<file path="src/rtl/mapper_arb_pkg.sv">
// Shared types and idle-port constants for the mapper memory arbiter.
package mapper_arb_pkg;

  typedef enum logic [1:0] {IDLE, WAIT, ACK, REC} arb_state_t;
  typedef enum logic {GNT_CPU, GNT_LD} arb_gnt_t;

  localparam int MAP_ADDR_W = 27;
  localparam int MAP_DATA_W = 8;

  typedef struct packed {
    logic [MAP_ADDR_W-1:0] addr;
    logic                  rnw;
    logic [MAP_DATA_W-1:0] wdata;
  } mem_req_t;

  localparam logic [MAP_ADDR_W-1:0] IDLE_ADDR = '1;
  localparam logic [MAP_DATA_W-1:0] IDLE_DATA = '1;

endpackage

</file>
<file path="src/rtl/mapper_arb_wdog.sv">
// WAIT-phase watchdog: counts while enabled, saturates at TIMEOUT-1 and flags expiry there.
module mapper_arb_wdog #(
  parameter int TIMEOUT = 255
) (
  input  logic clk,
  input  logic reset_n,
  input  logic clr,
  input  logic en,
  output logic expire
);

  localparam int CNT_W = $clog2(TIMEOUT + 1);
  localparam logic [CNT_W-1:0] LAST = CNT_W'(TIMEOUT - 1);

  logic [CNT_W-1:0] cnt;

  always_ff @(posedge clk or negedge reset_n) begin
    if (!reset_n) begin
      cnt <= '0;
    end else if (clr) begin
      cnt <= '0;
    end else if (en && (cnt != LAST)) begin
      cnt <= cnt + CNT_W'(1);
    end
  end

  assign expire = (cnt == LAST);

endmodule

</file>
<file path="src/rtl/mapper_mem_arbiter.sv">
// Round-robin arbiter sharing the mapper memory port between the CPU path and the ROM loader.
// One transaction at a time: grant, wait for mem_ready (watchdog-bounded), ack, recovery.
module mapper_mem_arbiter
  import mapper_arb_pkg::*;
#(
  parameter int ADDR_W  = MAP_ADDR_W,
  parameter int DATA_W  = MAP_DATA_W,
  parameter int TIMEOUT = 255
) (
  input  logic              clk,
  input  logic              reset_n,
  input  logic              cpu_req,
  input  logic [ADDR_W-1:0] cpu_addr,
  input  logic              cpu_rnw,
  input  logic [DATA_W-1:0] cpu_wdata,
  output logic              cpu_ack,
  output logic [DATA_W-1:0] cpu_rdata,
  input  logic              ld_req,
  input  logic [ADDR_W-1:0] ld_addr,
  input  logic [DATA_W-1:0] ld_wdata,
  output logic              ld_ack,
  output logic              ram_cs,
  output logic [ADDR_W-1:0] addr,
  output logic              rnw,
  output logic [DATA_W-1:0] data,
  input  logic [DATA_W-1:0] mem_rdata,
  input  logic              mem_ready,
  input  logic              err_clr,
  output logic              err_timeout
);

  arb_state_t        state, state_nxt;
  arb_gnt_t          gnt, gnt_nxt, last_grant, last_nxt, win;
  logic              cs_nxt, rnw_nxt, cpu_ack_nxt, ld_ack_nxt, err_nxt, err_set;
  logic [ADDR_W-1:0] addr_nxt;
  logic [DATA_W-1:0] data_nxt, rdata_nxt;
  logic              wdog_clr, wdog_en, wdog_expire;

  mapper_arb_wdog #(.TIMEOUT(TIMEOUT)) u_wdog (
    .clk    (clk),
    .reset_n(reset_n),
    .clr    (wdog_clr),
    .en     (wdog_en),
    .expire (wdog_expire)
  );

  always_comb begin
    if (cpu_req && ld_req) win = (last_grant == GNT_LD) ? GNT_CPU : GNT_LD;
    else if (cpu_req)      win = GNT_CPU;
    else                   win = GNT_LD;
  end

  always_comb begin
    state_nxt   = state;
    gnt_nxt     = gnt;
    last_nxt    = last_grant;
    cs_nxt      = 1'b0;
    addr_nxt    = '1;
    rnw_nxt     = 1'b1;
    data_nxt    = '1;
    cpu_ack_nxt = 1'b0;
    ld_ack_nxt  = 1'b0;
    rdata_nxt   = cpu_rdata;
    err_set     = 1'b0;
    wdog_clr    = 1'b0;
    wdog_en     = 1'b0;
    case (state)
      // REC's exit edge doubles as the first IDLE sample, giving a 3-cycle grant spacing.
      IDLE, REC: begin
        state_nxt = IDLE;
        if (cpu_req || ld_req) begin
          state_nxt = WAIT;
          gnt_nxt   = win;
          last_nxt  = win;
          cs_nxt    = 1'b1;
          wdog_clr  = 1'b1;
          if (win == GNT_CPU) begin
            addr_nxt = cpu_addr;
            rnw_nxt  = cpu_rnw;
            data_nxt = cpu_wdata;
          end else begin
            addr_nxt = ld_addr;
            rnw_nxt  = 1'b0;
            data_nxt = ld_wdata;
          end
        end
      end
      WAIT: begin
        wdog_en = 1'b1;
        if (mem_ready || wdog_expire) begin
          state_nxt   = ACK;
          cpu_ack_nxt = (gnt == GNT_CPU);
          ld_ack_nxt  = (gnt == GNT_LD);
          err_set     = !mem_ready;
          if ((gnt == GNT_CPU) && rnw) rdata_nxt = mem_ready ? mem_rdata : '1;
        end else begin
          cs_nxt   = 1'b1;
          addr_nxt = addr;
          rnw_nxt  = rnw;
          data_nxt = data;
        end
      end
      ACK:     state_nxt = REC;
      default: state_nxt = IDLE;
    endcase
    err_nxt = err_set | (err_timeout & ~err_clr);
  end

  always_ff @(posedge clk or negedge reset_n) begin
    if (!reset_n) begin
      state       <= IDLE;
      gnt         <= GNT_CPU;
      last_grant  <= GNT_LD;
      ram_cs      <= 1'b0;
      addr        <= '1;
      rnw         <= 1'b1;
      data        <= '1;
      cpu_ack     <= 1'b0;
      ld_ack      <= 1'b0;
      cpu_rdata   <= '1;
      err_timeout <= 1'b0;
    end else begin
      state       <= state_nxt;
      gnt         <= gnt_nxt;
      last_grant  <= last_nxt;
      ram_cs      <= cs_nxt;
      addr        <= addr_nxt;
      rnw         <= rnw_nxt;
      data        <= data_nxt;
      cpu_ack     <= cpu_ack_nxt;
      ld_ack      <= ld_ack_nxt;
      cpu_rdata   <= rdata_nxt;
      err_timeout <= err_nxt;
    end
  end

endmodule
</file>
<file path="config.mk">
export PLATFORM = sky130hd
export DESIGN_NAME = mapper_mem_arbiter
export DESIGN_NICKNAME = d
export VERILOG_FILES = /design/src/rtl/mapper_arb_pkg.sv /design/src/rtl/mapper_arb_wdog.sv /design/src/rtl/mapper_mem_arbiter.sv
export SDC_FILE = /design/constraint.sdc
export NUM_CORES = 1
export LEC_CHECK = 0
export ABC_AREA = 1
export CAP_MARGIN = 20
export CORE_ASPECT_RATIO = 0.75
export CORE_MARGIN = 2
export CORE_UTILIZATION = 47
export DETAILED_ROUTE_END_ITERATION = 10
export PLACE_DENSITY = 0.95
export SYNTH_ARGS = -nofsm -noshare
export SYNTH_HDL_FRONTEND = slang
export SYNTH_HIERARCHICAL = 1
export SYNTH_SLANG_ARGS = --single-unit
</file>
<file path="constraint.sdc">
create_clock -name clk -period 4.8 [get_ports clk]
set_input_delay 0.48 -clock clk [delete_from_list [all_inputs] [get_ports clk]]
set_output_delay 0.48 -clock clk [all_outputs]
set_load 0.02 [all_outputs]
</file>
==> flow_metrics.py <==
metrics = {
    "timing": {
        "period_share_pct": 55.03,
        "finalWorstPathRequiredPeriod_ps": 2641,
        "clock-skew-final_ps": 8.267,
        "fmax_mhz": 378.6,
        "report.final.slew_viol_count": 0,
        "rsz0062_at_grt": "no",
        "tightest_slew_ps": 1056,
        "setup_viol": 0,
        "finalSetupTns_ps": 0,
        "hold_slack_ps": 288.6,
        "slew_headroom_pct": 29.45,
        "hold_violations": 0,
    },
    "global_route": {
        "antenna_found_initial": 0,
        "grt_pass1_vias": 3290,
        "grt_pass1_wl_mm": 14.85,
        "track_usage_pct": 24.19,
        "grt_max_degree": 61,
        "globalRouteOverflowTotal": 0,
    },
    "clocking": {
        "cts_hold_buf": 0,
        "cts_root_buffer": "clkbuf_8",
        "cts_setup_buffers": 0,
        "cts.path.max_buffers": 2,
        "cts_tree": "built",
        "cts_max_level": 3,
        "numCtsBuffers": 9,
        "clkLatencyLatePin_ps": 330,
        "cts_resized": 0,
        "cts_sinks": 60,
        "cts.clk_slew.worst_paths_ps": 70,
    },
    "placed_design": {
        "portBuffers": 132,
        "hpwl_mm": 6.312,
        "finalWeightedCongestion": 0.8700,
    },
    "floorplan": {
        "die_w_um": 100.4,
        "rows": 26,
        "dieArea_um2": 7654,
        "die_h_um": 76.27,
        "initial_utilization_pct": 48.37,
        "design.portCount": 133,
        "core_um2": 6766,
    },
    "pwr": {
        "power_density_nw_per_um2": 560.0,
        "internal_power_mw": 1.568,
        "irDropWorstVdd_v": 0.0002806,
        "power_frac_comb_pct": 49.5,
        "p_sw_share_pct": 41.50,
        "power.share.clock_pct": 17.0,
        "switchingPower_mw": 1.112,
        "power_frac_seq_pct": 33.6,
        "power_leakage_nw": 2.229,
    },
    "worst_setup_path": {
        "startpoint_type": "input pin",
        "cp_slowest_stage_delay_ps": 820,
        "r2r_cells": 12,
        "arrival_ps": 2850,
        "path_cells": "clkdlybuf4s50_1 > buf_4 > nor2_1 > nor2_4 > inv_2 > nand2_4 > clkinv_4 > nand2_1 > nand2_1",
        "cp_data_required_time_ps": 5010,
        "worstSetupPathType": "input pin to flop",
        "path_buf_inv": 4,
        "cp-end-kind": "flop",
        "critPathTopFamily": "simple AND/OR/NAND/NOR gates",
        "timing.rr.end": "addr[3]",
        "r2r_start": "u_wdog/cnt[0]",
        "worstPathMaxFanout": 44,
        "slowest_stage": "nor2_4",
        "rrSetupSlack_ps": 2310,
        "cpMostUsedCell": "nand2_1",
    },
    "route": {
        "drc_errors": 0,
        "wl_per_cell_um": 13.87,
        "wl_mm": 9.182,
        "vias_per_cell": 5.073,
        "ant_nets": 0,
        "vias": 3358,
        "drtIter0Drc": 206,
        "dr.pass1.iters": 5,
    },
    "finish": {
        "final_cell_mix": "nand2_1, clkdlybuf4s50_1, nor2_1",
        "nets": 662,
        "nFillCells": 528,
        "final_core_util_pct": 70.73,
        "drive_gt1_share_pct": 13.84,
        "antenna_cells": 0,
        "area_delta_synth_final_pct": 46.22,
        "final_common_cell": "nand2_1",
    },
    "synth": {
        "syn-num-nets": 539,
        "synth-seq-area-share_pct": 47.59,
        "postSynthCellCount": 450,
        "synth_top_area_share_pct": 36.12,
        "synth-simple-area-share_pct": 41.09,
        "synth_compound_area_share_pct": 2.676,
        "yosys-top-cells-area": "dfstp_2, nand2_1, nor2_1, dfrtp_1, nand3_1",
        "synth_xor_area_share_pct": 0.8028,
        "synth_top_cell_by_area": "dfstp_2",
        "muxShareOfSynthArea_pct": 0,
        "synth_cell_types": 25,
        "synth_area_um2": 3273,
        "synth_top_family_by_area": "simple AND/OR/NAND/NOR gates",
        "synth_adder_area_share_pct": 1.529,
        "ys_ff_latch": 60,
        "syn_area_per_cell_um2": 7.274,
        "ys.flop_type": "dfstp_2",
        "synth_edf_count": 0,
        "async_flop_share_pct": 100.0,
        "synth_warnings": 6,
    },
    "run": {
        "maxCapViolations": 0,
    },
    "min_path": {
        "hold_path_class": "input pin to asynchronous set/reset pin",
    },
    "outcome": {
        "status": "complete, no violations",
    },
}
-- cells by family (layout without fill, tap and decap cells) --
kind of cell | after synthesis | in the layout
buffers and inverters | 40 | 168
AND/OR/NAND/NOR | 326 | 326
adder cells (fa/ha/maj) | 4 | 4
XOR/XNOR | 3 | 3
flip-flops | 60 | 60
AO/OA/AOI/OAI | 17 | 17
-- metrics by stage --
stage	std cells	setup WS [ps]	cell area [µm²]	total power, mW
6_report	662	2159	4786	2.680
5_1_grt	662	2020	4786	2.866
4_1_cts	662	2188	4786	2.694
3_5_place_dp	646	1843	4584	2.227
3_3_place_gp	646	1987	4584	2.157
2_1_floorplan	450	3151	3273	1.721
-- sequential cells by signal, summed over array words and instances, names as in the netlist, 2 cells and up --
register / cells
u_wdog/cnt: 8
cpu_rdata: 8
state: 2
addr: 27
data: 8
-- worst max-delay path by stage --
stage | cells past startpoint | end | start
floorplan | 12 | cpu_rdata[2] | u_wdog/cnt[0]
global placement | 9 | u_wdog/cnt[6] | cpu_req
detailed placement | 9 | u_wdog/cnt[1] | cpu_req
CTS | 9 | u_wdog/cnt[1] | cpu_req
global route | 9 | u_wdog/cnt[3] | cpu_req
finish | 9 | u_wdog/cnt[1] | cpu_req
-- cells in the mapped netlist (3+ instances only) --
master	n
buf_2	17
buf_4	4
dfrtp_1	15
dfstp_2	45
ha_1	4
inv_1	13
nand2_1	140
nand2_2	5
nand2_4	3
nand3_1	44
nor2_1	126
o21ai_0	3
o21ai_1	10
xor2_1	3
-- power groups by stage --
stage | clock network (mW) | registers [mW] | logic [mW]
3_3_place_gp | 0 | 0.895 | 1.26
2_1_floorplan | 0 | 1.07 | 0.649
5_1_grt | 0.489 | 0.920 | 1.46
6_report | 0.455 | 0.900 | 1.33
4_1_cts | 0.464 | 0.900 | 1.33
3_5_place_dp | 0 | 0.904 | 1.32
-- layer usage --
layer	share of wire, %	vias up	track usage [%]
li1	-	1643	-
met1	42	1537	29.43
met2	49	168	42.82
met3	8.1	10	5.596
met4	0.91	0	6.575
met5	0	-	0
-- worst register-to-register path, cell delays in order, from the launching register on --
cell and delay, ps:
dfrtp_1 400, inv_1 110, ha_1 160, nand2_1 50, nor2_1 210, nand2_4 100
inv_2 90, nor2_4 50, nand2_2 370, buf_4 520, nand2_1 160, nor2_1 150
nor2_1 60
-- cell type report --
cell class / count / area [µm²] / share of cell area (%)
tap: 84 / 105.1 / 2.196
inverter: 17 / 68.82 / 1.438
clock buffer: 10 / 137.6 / 2.876
clock inverter: 6 / 63.81 / 1.333
timing repair buffer: 135 / 1339 / 27.97
sequential: 60 / 1558 / 32.55
multi-input combinational: 350 / 1514 / 31.63
(Power assumes the default switching activity.)
